`config.mk`:
```
export PLATFORM = sky130hd
export DESIGN_NAME = coeff_replay_buffer
export DESIGN_NICKNAME = d
export VERILOG_FILES = /design/src/rtl/coeff_replay_buffer.sv
export SDC_FILE = /design/constraint.sdc
export NUM_CORES = 1
export LEC_CHECK = 0
export BUFFER_PORTS_ARGS = -buffer_cell sky130_fd_sc_hd__buf_2
export CAP_MARGIN = 15
export CORE_UTILIZATION = 55
export CTS_CLUSTER_SIZE = 20
export DETAILED_ROUTE_END_ITERATION = 7
export GPL_ROUTABILITY_DRIVEN = 0
export HOLD_SLACK_MARGIN = 0.06
export PLACE_DENSITY = 0.71
export SLEW_MARGIN = 10
export SYNTH_ARGS = -nofsm -noshare
export SYNTH_HDL_FRONTEND = slang
export SYNTH_SLANG_ARGS = --single-unit
```
`constraint.sdc`:
```
create_clock -name clk_i -period 9.32 [get_ports clk_i]
set_clock_uncertainty 0.15 [all_clocks]
set_input_delay 1.864 -clock clk_i [delete_from_list [all_inputs] [get_ports clk_i]]
set_output_delay 1.864 -clock clk_i [all_outputs]
set_load 0.1 [all_outputs]
```
`src/rtl/coeff_replay_buffer.sv`:
```
// Coefficient replay buffer: linear write fill, non-destructive 1-cycle reads, rewind/clear.
// Optional sticky overflow/underflow flags under macro COEFF_RB_ERR_FLAGS_EN.
module coeff_replay_buffer #(
    parameter int unsigned       DATA_W  = 32,
    parameter int unsigned       ADDR_W  = 5,
    parameter logic [DATA_W-1:0] MARKER  = 32'h7F90_0000,
    parameter bit                WRAP_RD = 1'b0
) (
    input  logic              clk_i,
    input  logic              rstn_i,
    input  logic              wr_en_i,
    input  logic [DATA_W-1:0] data_i,
    input  logic              rd_en_i,
    input  logic              replay_i,
    input  logic              clear_i,
    output logic [DATA_W-1:0] data_o,
    output logic              valid_o,
    output logic              full_o,
    output logic              empty_o,
    output logic              start_o,
    output logic              done_o,
    output logic [ADDR_W:0]   count_o,
    output logic [ADDR_W-1:0] wr_ptr_o,
    output logic [ADDR_W-1:0] rd_ptr_o
`ifdef COEFF_RB_ERR_FLAGS_EN
    ,
    output logic              err_ovf_o,
    output logic              err_udf_o
`endif
);

    localparam int unsigned   DEPTH    = 1 << ADDR_W;
    localparam logic [ADDR_W:0] DepthCnt = (ADDR_W + 1)'(DEPTH);
    localparam logic [ADDR_W:0] OneCnt   = {{ADDR_W{1'b0}}, 1'b1};

    logic [DATA_W-1:0] mem_q [DEPTH];
    logic [ADDR_W:0]   count_q, count_d;
    logic [ADDR_W:0]   rd_ptr_q, rd_ptr_d;
    logic [DATA_W-1:0] data_q, data_d;
    logic              valid_q, valid_d;
    logic              start_q, start_d;
    logic              wrap_done_q, wrap_done_d;
    logic              is_marker, wr_acc, rd_acc, rd_last;

    assign is_marker = (data_i == MARKER);
    assign full_o    = (count_q == DepthCnt);
    assign empty_o   = (count_q == '0);
    assign wr_acc    = wr_en_i & ~full_o & ~clear_i & ~is_marker;
    // Read compares against the pre-write count, so a same-cycle write never satisfies it.
    assign rd_acc    = rd_en_i & ~replay_i & ~clear_i & (rd_ptr_q < count_q);
    assign rd_last   = (rd_ptr_q == count_q - OneCnt);

    always_comb begin
        count_d     = count_q;
        rd_ptr_d    = rd_ptr_q;
        data_d      = data_q;
        valid_d     = 1'b0;
        start_d     = wr_en_i & is_marker;
        wrap_done_d = 1'b0;
        if (clear_i) begin
            count_d  = '0;
            rd_ptr_d = '0;
        end else begin
            if (wr_acc) begin
                count_d = count_q + OneCnt;
            end
            if (replay_i) begin
                rd_ptr_d = '0;
            end else if (rd_acc) begin
                data_d  = mem_q[rd_ptr_q[ADDR_W-1:0]];
                valid_d = 1'b1;
                if (WRAP_RD && rd_last) begin
                    rd_ptr_d    = '0;
                    wrap_done_d = 1'b1;
                end else begin
                    rd_ptr_d = rd_ptr_q + OneCnt;
                end
            end
        end
    end

    always_ff @(posedge clk_i or negedge rstn_i) begin
        if (!rstn_i) begin
            count_q     <= '0;
            rd_ptr_q    <= '0;
            data_q      <= '0;
            valid_q     <= 1'b0;
            start_q     <= 1'b0;
            wrap_done_q <= 1'b0;
        end else begin
            count_q     <= count_d;
            rd_ptr_q    <= rd_ptr_d;
            data_q      <= data_d;
            valid_q     <= valid_d;
            start_q     <= start_d;
            wrap_done_q <= wrap_done_d;
        end
    end

    // Storage needs no reset; count_q alone defines which slots are live.
    always_ff @(posedge clk_i) begin
        if (wr_acc) begin
            mem_q[count_q[ADDR_W-1:0]] <= data_i;
        end
    end

    assign data_o   = data_q;
    assign valid_o  = valid_q;
    assign start_o  = start_q;
    assign done_o   = WRAP_RD ? wrap_done_q : ((rd_ptr_q == count_q) & ~empty_o);
    assign count_o  = count_q;
    assign wr_ptr_o = count_q[ADDR_W-1:0];
    assign rd_ptr_o = rd_ptr_q[ADDR_W-1:0];

`ifdef COEFF_RB_ERR_FLAGS_EN
    logic ovf_q, udf_q;

    always_ff @(posedge clk_i or negedge rstn_i) begin
        if (!rstn_i) begin
            ovf_q <= 1'b0;
            udf_q <= 1'b0;
        end else if (clear_i) begin
            ovf_q <= 1'b0;
            udf_q <= 1'b0;
        end else begin
            if (wr_en_i & full_o & ~is_marker) begin
                ovf_q <= 1'b1;
            end
            if (rd_en_i & (rd_ptr_q == count_q) & (~WRAP_RD | empty_o)) begin
                udf_q <= 1'b1;
            end
        end
    end

    assign err_ovf_o = ovf_q;
    assign err_udf_o = udf_q;
`endif

endmodule

```
==> qor_table.md <==
| Step | Result | Reported |
| --- | --- | --- |
| worst hold path | Worst hold-check path type | reg2reg |
| worst setup path | Data arrival, critical path | 5.66 ns |
| clocking | Bufs on Longest Clock Path | 3 |
| global route | Via count of the first global-routing pass | 20300 |
| routing | Routed Antenna Nets | 0 |
| timing | Setup TNS Final | 0 ns |
| routing | Via-to-Cell Ratio | 6.48 |
| routing | 1st-iter DRT viols | 2368 |
| clocking | Clock latency of the later-clocked register in the worst-skew pair | 0.66 ns |
| run | Total of max-cap violations | 0 |
| die | Die width | 276 µm |
| global route | Total global routing overflow | 0 |
| clocking | Number of resized instances in the post-cts repair step | 0 |
| global route | Initial antenna violation count | 2 |
| finish | Area growth from synthesis to layout | 12.6% |
| die | Boundary Pins | 91 |
| timing | RSZ-0062 raised after global routing | false |
| synthesis | Share of flip-flops with an asynchronous set or reset after synthesis | 0.0430 |
| die | Initial cell density of the core | 0.555 |
| timing | Final hold violations | 0 |
| synthesis | Number of distinct library cells after synthesis | 49 |
| power | Worst ir drop on vdd | 0.153 mV |
| place | IO buf count | 90 |
| synthesis | Commonest register cell after synthesis | sky130_fd_sc_hd__edfxtp_1 |
| worst setup path | R2R Setup Slk | 4.55 ns |
| die | Y dimension of the die | 276 µm |
| routing | Count of vias placed by the detailed router | 19700 |
| synthesis | Mapped Avg Cell Area | 22.4 µm² |
| finish | Total of fill cells in the finished design | 4991 |
| global route | First-pass GRT wire length | 139000 µm |
| worst setup path | Data required time of the worst path | 9.48 ns |
| place | Placed Instances | 2839 |
| clocking | Clock tree from TritonCTS | built |
| clocking | Num Clock Sinks | 1070 |
| die | Die area | 76000 µm² |
| global route | Overall Global Routing Usage | 0.260 |
| worst setup path | Worst Setup End Kind | flop |
| synthesis | Cell taking the most area after synthesis | sky130_fd_sc_hd__edfxtp_1 |
| synthesis | Share of the synthesized area in the top cell type | 0.746 |
| routing | Sum of routed wire length over all layers | 96200 µm |
| power | Reported leakage power | 14.5 nW |
| synthesis | EDFF count, synth | 1024 |
| worst setup path | Critical path start-end classification | in2reg |
| timing | Transition time at the pin with the least slew margin | 1.09 ns |
| clocking | Root Buffer Master | sky130_fd_sc_hd__clkbuf_16 |
| die | Placeable core region | 74300 µm² |
| clocking | Setup bufs post-CTS | 0 |
| power | Pwr/cell area | 226 nW/µm² |
| synthesis | Synth Net Count | 1886 |
| timing | Highest clock frequency the design can meet | 0.182 GHz |
| routing | DRC violation count after routing | 0 |
| timing | Setup violation total in the final timing report | 0 |
| routing | Post-DR wirelength/cell | 31.7 µm |
| timing | Normalized max-slew margin | 0.273 |
| place | DPL Wire Length | 51700 µm |
| synthesis | Post-Synthesis Cells | 1837 |
| synthesis | Cell area after synthesis | 41200 µm² |
| timing | Pins Over Slew Limit | 0 |
| clocking | CTS Hold Bufs | 0 |
| timing | Post-layout min period | 5.50 ns |
| status | Status | finished, final reports clean |
| synthesis | Top cells by area, synth | sky130_fd_sc_hd__edfxtp_1, sky130_fd_sc_hd__mux4_2, sky130_fd_sc_hd__dfrtp_1 |
| synthesis | Synthesis Warnings | 0 |
| worst setup path | Startpoint type of the worst setup path | primary input |
| synthesis | Flops & latches, synth | 1070 |
| clocking | Register clock-pin slew on the reported worst setup and hold paths | 0.06 ns |
| synthesis | Post-synthesis sequential area ratio | 0.774 |
| die | Std-Cell Rows | 100 |
| finish | Share of post-route cells with drive strength above 1 | 0.296 |
| finish | Final antenna diode count | 0 |
| clocking | CTS H-Tree Depth | 3 |
| timing | Final Cycle Share | 0.590 |
| routing | Count of TritonRoute iterations in the first routing pass | 5 |
| clocking | Total clock buffers created by CTS | 102 |
| finish | Nets | 2023 |
| global route | Largest net degree at the start of global routing | 122 |
| worst setup path | Maximum net fanout on the critical path | 33 |
| finish | Layout Cells excl Fill | 3032 |
-- layout make-up --
class | count | area, µm² | share of cell area
Sequential cell | 1070 | 31900 | 0.688
Multi-Input combinational cell | 648 | 8890 | 0.192
Clock buffer | 124 | 2680 | 0.0577
Tap cell | 969 | 1210 | 0.0261
Timing Repair Buffer | 138 | 896 | 0.0193
Clock inverter | 69 | 759 | 0.0164
Inverter | 14 | 52.6 | 0.00113
-- stage by stage --
stage	instance area (µm²)	total power, W	hold WS, ns	util	setup slack (ns)
2_1_floorplan	41200	0.00613	0.375	-	3.11
4_1_cts	46400	0.0105	0.334	0.624	3.86
3_5_place_dp	43000	0.00635	0.309	0.578	3.28
6_report	46400	0.0105	0.335	0.624	3.82
3_3_place_gp	42900	0.00634	0.309	0.577	3.36
5_1_grt	46400	0.0107	0.370	0.624	3.68
-- final timing paths --
check | from | cells after the start | to
max in group asynchronous | rstn_i | 2 | rd_ptr_q[1]
worst max register to register | rd_ptr_q[0] | 8 | data_o[31]
worst max-delay path | data_i[10] | 7 | mem_q[6][26]
worst min-delay path | data_o[6] | 2 | data_o[6]
worst min register to register | data_o[6] | 2 | data_o[6]
min in group asynchronous | rstn_i | 2 | data_o[3]
-- state kept, by name (all words and copies together) (netlist names) --
signal and cells:
rd_ptr_q 6, count_o 6, data_o 32, mem_q 1024, start_o 1, valid_o 1
-- synth_stat cells (2+ instances only) --
cell and n:
sky130_fd_sc_hd__a211oi_1 24, sky130_fd_sc_hd__a21o_1 2, sky130_fd_sc_hd__a21oi_1 27, sky130_fd_sc_hd__a221oi_1 13, sky130_fd_sc_hd__a22o_1 6, sky130_fd_sc_hd__a22oi_1 6
sky130_fd_sc_hd__a41oi_1 6, sky130_fd_sc_hd__and2_1 26, sky130_fd_sc_hd__and3_1 3, sky130_fd_sc_hd__buf_1 8, sky130_fd_sc_hd__buf_2 22, sky130_fd_sc_hd__buf_4 19
sky130_fd_sc_hd__buf_6 12, sky130_fd_sc_hd__buf_8 3, sky130_fd_sc_hd__clkbuf_1 41, sky130_fd_sc_hd__clkinv_1 2, sky130_fd_sc_hd__dfrtp_1 46, sky130_fd_sc_hd__edfxtp_1 1024
sky130_fd_sc_hd__ha_1 11, sky130_fd_sc_hd__inv_1 9, sky130_fd_sc_hd__inv_2 3, sky130_fd_sc_hd__mux2i_1 67, sky130_fd_sc_hd__mux4_2 273, sky130_fd_sc_hd__nand2_1 40
sky130_fd_sc_hd__nand2b_1 2, sky130_fd_sc_hd__nand3_1 13, sky130_fd_sc_hd__nand4_1 3, sky130_fd_sc_hd__nand4b_1 2, sky130_fd_sc_hd__nor2_1 49, sky130_fd_sc_hd__nor2b_1 2
sky130_fd_sc_hd__nor3_1 8, sky130_fd_sc_hd__nor4_1 5, sky130_fd_sc_hd__o21ai_0 5, sky130_fd_sc_hd__o21ai_1 34, sky130_fd_sc_hd__o22ai_1 2, sky130_fd_sc_hd__or2_2 2
sky130_fd_sc_hd__or4b_1 2, sky130_fd_sc_hd__xnor2_1 4
-- layout by cell type (no fill, tap or decap), types with 3 or more instances in the layout --
cell type,n
sky130_fd_sc_hd__dfrtp_4,4
sky130_fd_sc_hd__nor2_1,17
sky130_fd_sc_hd__clkbuf_16,103
sky130_fd_sc_hd__a221oi_1,13
sky130_fd_sc_hd__nor4_1,5
sky130_fd_sc_hd__mux2i_1,67
sky130_fd_sc_hd__buf_16,3
sky130_fd_sc_hd__nand3_1,13
sky130_fd_sc_hd__a41oi_1,6
sky130_fd_sc_hd__o21ai_0,5
sky130_fd_sc_hd__ha_1,11
sky130_fd_sc_hd__clkinv_2,21
sky130_fd_sc_hd__a211oi_1,24
sky130_fd_sc_hd__a22oi_1,6
sky130_fd_sc_hd__nor3_1,8
sky130_fd_sc_hd__mux4_2,273
sky130_fd_sc_hd__dfrtp_1,41
sky130_fd_sc_hd__buf_2,90
sky130_fd_sc_hd__buf_4,43
sky130_fd_sc_hd__inv_1,9
sky130_fd_sc_hd__nor2_4,32
sky130_fd_sc_hd__and2_1,26
sky130_fd_sc_hd__clkbuf_1,19
sky130_fd_sc_hd__and3_1,3
sky130_fd_sc_hd__xnor2_1,4
sky130_fd_sc_hd__nand4_1,3
sky130_fd_sc_hd__a21oi_1,27
sky130_fd_sc_hd__inv_2,3
sky130_fd_sc_hd__o21ai_1,34
sky130_fd_sc_hd__inv_6,5
sky130_fd_sc_hd__a22o_1,6
sky130_fd_sc_hd__clkinv_1,21
sky130_fd_sc_hd__clkinvlp_4,5
sky130_fd_sc_hd__edfxtp_1,1024
sky130_fd_sc_hd__bufinv_16,14
sky130_fd_sc_hd__nand2_1,40
-- critical path: stages --
cell                        delay [ns]
sky130_fd_sc_hd__buf_2            0.45
sky130_fd_sc_hd__nor4_1           0.22
sky130_fd_sc_hd__and4_1           0.29
sky130_fd_sc_hd__a2111oi_4        0.76
sky130_fd_sc_hd__nand2_1          0.69
sky130_fd_sc_hd__nor2_4           0.83
sky130_fd_sc_hd__buf_4            0.49
-- cells by family after synthesis --
group	count (synthesis)	synth area share
buffers and inverters	119	0.0162
AO/OA/AOI/OAI	131	0.0211
multiplexers	340	0.165
XOR/XNOR	5	0.00106
adder cells (fa/ha/maj)	11	0.00334
AND/OR/NAND/NOR	161	0.0189
flip-flops	1070	0.774
-- report_power, final --
| part | leakage (nW) | internal, W | switching (W) |
|---|---|---|---|
| clock | 1.68 | 0.00245 | 0.00177 |
| sequential | 9.79 | 0.00534 | 0.0000428 |
| combinational | 3.04 | 0.000176 | 0.000688 |
-- routing by layer --
layer  track usage  wire [µm]  up-vias
li1              -          -     8014
met1         0.364      37100    10400
met2         0.410      46700     1028
met3        0.0545       9090      186
met4        0.0976       3280        0
met5             0          0        -
No activity file was read; power rests on OpenSTA's default activity.
